$ cat src/rtl/wtm_dot_accumulator.sv
// wtm_dot_accumulator
// Sums LEN consecutive valid products from the Wallace-tree multiplier into one
// dot-product result. Each result goes out through a ready/valid register.
// Partial sums saturate, and the saturation is remembered until the dot product completes.
// A finished result that arrives while the output register is still full is dropped.
// A dropped result sets a sticky flag, because the multiplier cannot stall.

module wtm_dot_accumulator #(
    parameter int PW    = 64,
    parameter int AW    = 72,
    parameter int LEN_W = 8
) (
    input  logic             clk,
    input  logic             rstn,
    input  logic             prod_valid,
    input  logic [PW-1:0]    prod,
    input  logic [LEN_W-1:0] len,
    input  logic             clear,
    output logic             res_valid,
    input  logic             res_ready,
    output logic [AW-1:0]    res,
    output logic             res_sat,
    output logic             busy,
    output logic             lost_err
);

    typedef enum logic {
        IDLE,
        ACC
    } state_t;

    state_t             state, state_nxt;
    logic [AW-1:0]      acc, acc_nxt;
    logic [LEN_W-1:0]   cnt, cnt_nxt;
    logic [LEN_W-1:0]   tgt, tgt_nxt;
    logic               sat_acc, sat_acc_nxt;
    logic               done;

    logic [AW:0]        cand;
    logic [LEN_W-1:0]   len_eff;
    logic               sat_now;
    logic [AW-1:0]      result;

    // One extra bit catches the carry out of the accumulator.
    // A length of zero is treated as a single-product dot product.
    assign cand    = {1'b0, acc} + (AW+1)'(prod);
    assign len_eff = (len == '0) ? LEN_W'(1) : len;
    assign sat_now = sat_acc | cand[AW];
    assign result  = sat_now ? {AW{1'b1}} : cand[AW-1:0];
    assign busy    = (state == ACC);

    // Accumulator state register; reset discards any partial dot product
    always_ff @(posedge clk or negedge rstn) begin
        if (!rstn) begin
            state   <= IDLE;
            acc     <= '0;
            cnt     <= '0;
            tgt     <= '0;
            sat_acc <= 1'b0;
        end else begin
            state   <= state_nxt;
            acc     <= acc_nxt;
            cnt     <= cnt_nxt;
            tgt     <= tgt_nxt;
            sat_acc <= sat_acc_nxt;
        end
    end

    // Next-state logic: clear beats products; the last product raises done
    always_comb begin
        state_nxt   = state;
        acc_nxt     = acc;
        cnt_nxt     = cnt;
        tgt_nxt     = tgt;
        sat_acc_nxt = sat_acc;
        done        = 1'b0;
        if (clear) begin
            state_nxt   = IDLE;
            acc_nxt     = '0;
            cnt_nxt     = '0;
            sat_acc_nxt = 1'b0;
        end else if (prod_valid) begin
            case (state)
                IDLE: begin
                    tgt_nxt = len_eff;
                    if (len_eff == LEN_W'(1)) begin
                        done = 1'b1;
                    end else begin
                        acc_nxt   = AW'(prod);
                        cnt_nxt   = LEN_W'(1);
                        state_nxt = ACC;
                    end
                end
                ACC: begin
                    if (cnt == tgt - LEN_W'(1)) begin
                        done        = 1'b1;
                        acc_nxt     = '0;
                        cnt_nxt     = '0;
                        sat_acc_nxt = 1'b0;
                        state_nxt   = IDLE;
                    end else begin
                        acc_nxt     = cand[AW] ? {AW{1'b1}} : cand[AW-1:0];
                        sat_acc_nxt = sat_now;
                        cnt_nxt     = cnt + LEN_W'(1);
                    end
                end
                default: begin
                    state_nxt = IDLE;
                end
            endcase
        end
    end

    // Output register: load if free or being drained, else drop and flag the loss
    always_ff @(posedge clk or negedge rstn) begin
        if (!rstn) begin
            res       <= '0;
            res_sat   <= 1'b0;
            res_valid <= 1'b0;
            lost_err  <= 1'b0;
        end else begin
            if (done) begin
                if (!res_valid || res_ready) begin
                    res       <= result;
                    res_sat   <= sat_now;
                    res_valid <= 1'b1;
                end else begin
                    lost_err  <= 1'b1;
                end
            end else if (res_valid && res_ready) begin
                res_valid <= 1'b0;
            end
            if (clear) begin
                lost_err <= 1'b0;
            end
        end
    end

endmodule

$ cat config.mk
export PLATFORM = sky130hd
export DESIGN_NAME = wtm_dot_accumulator
export DESIGN_NICKNAME = d
export VERILOG_FILES = /design/src/rtl/wtm_dot_accumulator.sv
export SDC_FILE = /design/constraint.sdc
export NUM_CORES = 1
export LEC_CHECK = 0
export CORE_UTILIZATION = 30
export DETAILED_ROUTE_END_ITERATION = 10
export DONT_BUFFER_PORTS = 1
export GPL_TIMING_DRIVEN = 1
export SLEW_MARGIN = 5
export SYNTH_ARGS = -nofsm -noshare
export SYNTH_HDL_FRONTEND = slang
export SYNTH_SLANG_ARGS = --single-unit
$ cat constraint.sdc
create_clock -name clk -period 7.31 [get_ports clk]
set_input_delay 1.0965 -clock clk [delete_from_list [all_inputs] [get_ports clk]]
set_output_delay 1.0965 -clock clk [all_outputs]
set_load 0.1 [all_outputs]
# Word level (Yosys, flattened, before mapping)
# Index checks and enable logic that the tools add are counted.
[classes]
muxes = 33
n_addsub = 3
bitwise_logic = 3
eq_ne = 5
n_reduce_logical = 14
[op_table]
columns = ["op", "n"]
rows = [
  ["2-to-1 mux 72 bit", 6],
  ["one-hot mux 72 bit (2 select lines)", 1],
  ["adder 72 x 64 -> 73 bit", 1],
  ["2-to-1 mux 8 bit", 5],
  ["2-to-1 mux 1 bit", 18],
  ["one-hot mux 8 bit (2 select lines)", 1],
  ["AND reduction 2 bit", 5],
  ["adder 8 x 1 -> 8 bit, second input constant", 1],
  ["equality test 8 x 1 -> 1 bit, second input constant", 1],
  ["equality test 8 bit", 1],
  ["zero test 8 bit", 1],
  ["nonzero test 2 bit", 4],
  ["subtractor 8 x 1 -> 8 bit, second input constant", 1],
  ["one-hot mux 1 bit (2 select lines)", 2],
  ["inequality test 3 bit, second input constant", 1],
  ["AND reduction 3 bit", 1],
  ["inequality test 2 x 1 -> 1 bit, second input constant", 1],
  ["inequality test 2 bit, second input constant", 1],
  ["inverter 1 bit", 2],
  ["logical AND 1 bit", 1],
  ["zero test 1 bit", 1],
  ["logical OR 1 bit", 1],
  ["bitwise OR 1 bit", 1],
]
[totals]
output_inout_bits = 76
elab_cells = 67
regBits = 165

# Depth between registers and ports, before layout
[depth]
ltp_word = 9
mapped_depth = 13
depth_no_buf = 12

# Worst setup path after synthesis
# Ideal clock, no wire load.
[synth_timing]
kind = "in2reg"
startpoint = "input port prod[0]"
endpoint = "register res[56]"
arrival_ps = 3806
required_ps = 7169
setup_time_ps = 141
setup_slack_ps = 3363
stages = 13
cell_sequence = "ha_1 -> fa_1 -> a211oi_1 -> o21a_1 -> o31a_1 -> o211ai_2 -> a21o_1 -> a21oi_4 -> o31ai_4 -> nor2b_4 -> buf_6 -> nor4_4 -> a21oi_1"
[synth_via]
elab_chain_cells = 3
[synth_lines]
columns = ["item", "line", "source"]
rows = [
  ["start: declaration", "16", "input logic [PW-1:0] prod,"],
  ["adder 72 x 64 -> 73 bit *", "46", "assign cand = {1'b0, acc} + (AW+1)'(prod);"],
  ["bitwise OR 1 bit", "48", "assign sat_now = sat_acc | cand[AW];"],
  ["2-to-1 mux 72 bit *", "49", "assign result = sat_now ? {AW{1'b1}} : cand[AW-1:0];"],
  ["end signal: assignment", "124", "res <= result;"],
  ["end: declaration", "21", "output logic [AW-1:0] res,"],
]
# Every way passes the cells marked *; elsewhere a longest branch is shown, timed or not.
# A chain may end at the register's enable or synchronous reset.

# Worst setup path in the final report
[layout_timing]
startpoint = "input port prod[0]"
endpoint = "register res[55]"
# The elaborated chain is that of the path after synthesis.

==> metrics.yaml <==
cts_made_buffers: 17
synth_top_cell_area_share_pct: 37.1
num_rows: 70
yosys.area.top_type: "dfrtp_1"
sw_frac_of_total_pct: 45.1
power.internal_uw: 1860
seq_power_share_pct: 49.3
period_minus_slack_ns: 4.37
cts_buffer_depth: 2
timing.rr.start: "acc[0]"
synthesis.area_um2: 11100
cts_sinks: 165
netlist_instances: 1268
layout-drive-gt1-share_pct: 5.43
worstPathRequired_ns: 7.65
p_switching_uw: 1530
ys_top_cells_by_count: "a21oi_1, dfrtp_1, nor2_1, nand2_1, o21ai_0"
end_kind: "register"
drv_slew: 0
hpwl_um: 26000
synth.most_common_cell: "a21oi_1"
crit_type: "input port to register"
arrival_ns: 4.71
critPathMaxFanout: 23
postRouteAntennaNets: 0
grt_pass1_vias: 9767
fp.dieH_um: 195
min_path_type: "input port to asynchronous set/reset pin"
syn-num-nets: 1412
p_clk_share_pct: 29.0
initial_core_util_pct: 30.4
wl_per_cell_um: 20.9
n_antenna_cell: 0
syn_avg_cell_area_um2: 8.77
io_pins: 153
crit_start: "prod[0]"
ys_warn_count: 0
wl_met3_um: 2650
core_area_um2: 36500
wl_um: 35600
vdd_drop_max_v: 0.000174
finalSetupViolations: 0
gr-usage-all-layers_pct: 19.0
via_per_inst: 5.79
gp_congestion: 0.914
area_growth_pct: 8.81
synth_edf_count: 0
ys_types: 74
total_power_uw: 3380
fin_worst_skew_ns: 0.0127
power_frac_comb_pct: 21.7
seq_area_frac_synth_pct: 37.1
grt_max_degree: 166
die_area_um2: 37800
async_reset_ff_share_pct: 100
clock_latency_ns: 0.46
wl_met2_um: 16000
fin_nets: 1366
synth_ff_type: "dfrtp_1"
power_density_nw_per_um2: 280
io_buffers: 0
leakage_uw: 0.00518
ys_ff_latch: 165
post_cts_resized: 0
htree_levels: 4
dr.max_layer_used: "met4"
cts_hold_buf: 0
die_w_um: 195
max_freq_mhz: 229
vias: 9852
maxCapViolCount: 0
post_cts_buffers: 0
drtIter0Drc: 796
cts_tree: "built"
status: "complete, no violations"
drtPass1Iterations: 5
antenna_found_initial: 0
rsz0062_at_grt: "no"
drc_errors: 0
yosys-top-cells-area: "dfrtp_1, a21oi_1, ha_1"
reg2reg_slack_ns: 3.19
hold_viol: 0
wl_met1_um: 16100
setup_tns_ns: 0
layout_worst_path_cycle_share_pct: 59.8
tightest_slew_ns: 1.03
overflow: 0
cts.reportedPaths.clkPinSlew_ns: 0.07
start_kind: "input port"
slew_headroom_pct: 31.1
grt_pass1_wl_um: 57000
clock-root-buffer: "clkbuf_16"
registers in the layout, indices dropped and copies added, names as in the netlist:
name	flops
acc	72
busy	1
cnt	8
lost_err	1
res	72
res_sat	1
res_valid	1
sat_acc	1
tgt	8
through the flow:
step	area (um2)	util, %	setup WS [ns]	hold slack [ns]	instances
after floorplan	11100	-	3.36	0.466	1268
after global placement	11500	31.4	2.58	0.482	1671
after detailed placement	11500	31.4	2.50	0.486	1671
after CTS	12100	33.1	2.96	0.318	1702
after global routing	12100	33.1	2.70	0.319	1702
final	12100	33.1	2.94	0.338	1702
final timing paths:
path,endpoint,depth (start not counted)
min in group clk,acc[60],2
max reg2reg,res[55],13
min reg2reg,acc[60],2
min,res[11],0
max,res[55],13
max in group asynchronous,res[51],0
per-layer routing:
| metal | GRT usage, % | vias to the layer above |
|---|---|---|
| met5 | 0 | - |
| met4 | 6.23 | 0 |
| met3 | 4.81 | 49 |
| met2 | 29.7 | 299 |
| met1 | 25.5 | 4858 |
| li1 | - | 4646 |
cell type report:
type                    count  area (um2)
flip-flops and latches    165        4130
inverters                  20        75.1
clock buffers              18         439
repair buffers             10        75.1
fillers                  3734       24400
well taps                 468         586
clock inverters            13         175
multi-input cells        1008        6620
worst max-delay path, stage by stage:
cell and delay [ns]:
ha_1 0.22, fa_1 0.43, a211oi_1 0.41, o21a_1 0.21, o31a_1 0.20, o211ai_2 0.16, a21o_1 0.26, a21oi_4 0.28
o31ai_4 0.15, nand3_1 0.14, buf_4 0.32, nand3b_1 0.47, o22a_1 0.35
cell families (layout without fill, tap and decap cells):
family | after synthesis | after routing | share of synthesized area (%)
AO/OA/AOI/OAI | 501 | 501 | 29.5
AND/OR/NAND/NOR | 351 | 351 | 15.0
flip-flops | 165 | 165 | 37.1
buffers and inverters | 95 | 61 | 3.66
XOR/XNOR | 82 | 82 | 6.46
adder cells (fa/ha/maj) | 67 | 67 | 7.61
multiplexers | 7 | 7 | 0.698
power by group through the flow:
stage / clock network (uW) / logic, uW / registers [uW]
finish: 982 / 734 / 1670
global route: 1040 / 818 / 1680
CTS: 999 / 728 / 1670
detailed placement: 0 / 720 / 1690
global placement: 0 / 713 / 1680
floorplan: 0 / 569 / 1640
cell usage in the layout (no fill, tap or decap), types with 6 or more instances in the layout:
master and instances:
nor2_1 118, nand4_1 26, buf_4 10, a21o_1 28, o21bai_1 14, ha_1 66
dfrtp_1 165, a21oi_1 198, o21ai_0 79, o22ai_1 9, and3_1 9, xnor2_1 45
mux2_2 6, clkbuf_16 17, inv_1 20, a221o_1 51, o21a_1 16, and2_1 9
nor2b_1 6, a31oi_1 8, nand3_1 29, o22a_1 11, nor3_1 14, a211oi_1 9
or3_1 6, a22oi_1 16, nor4_1 7, nand2b_1 6, nand2_1 97, a22o_1 7
xor2_1 37
No activity file was read; power rests on OpenSTA's default activity.
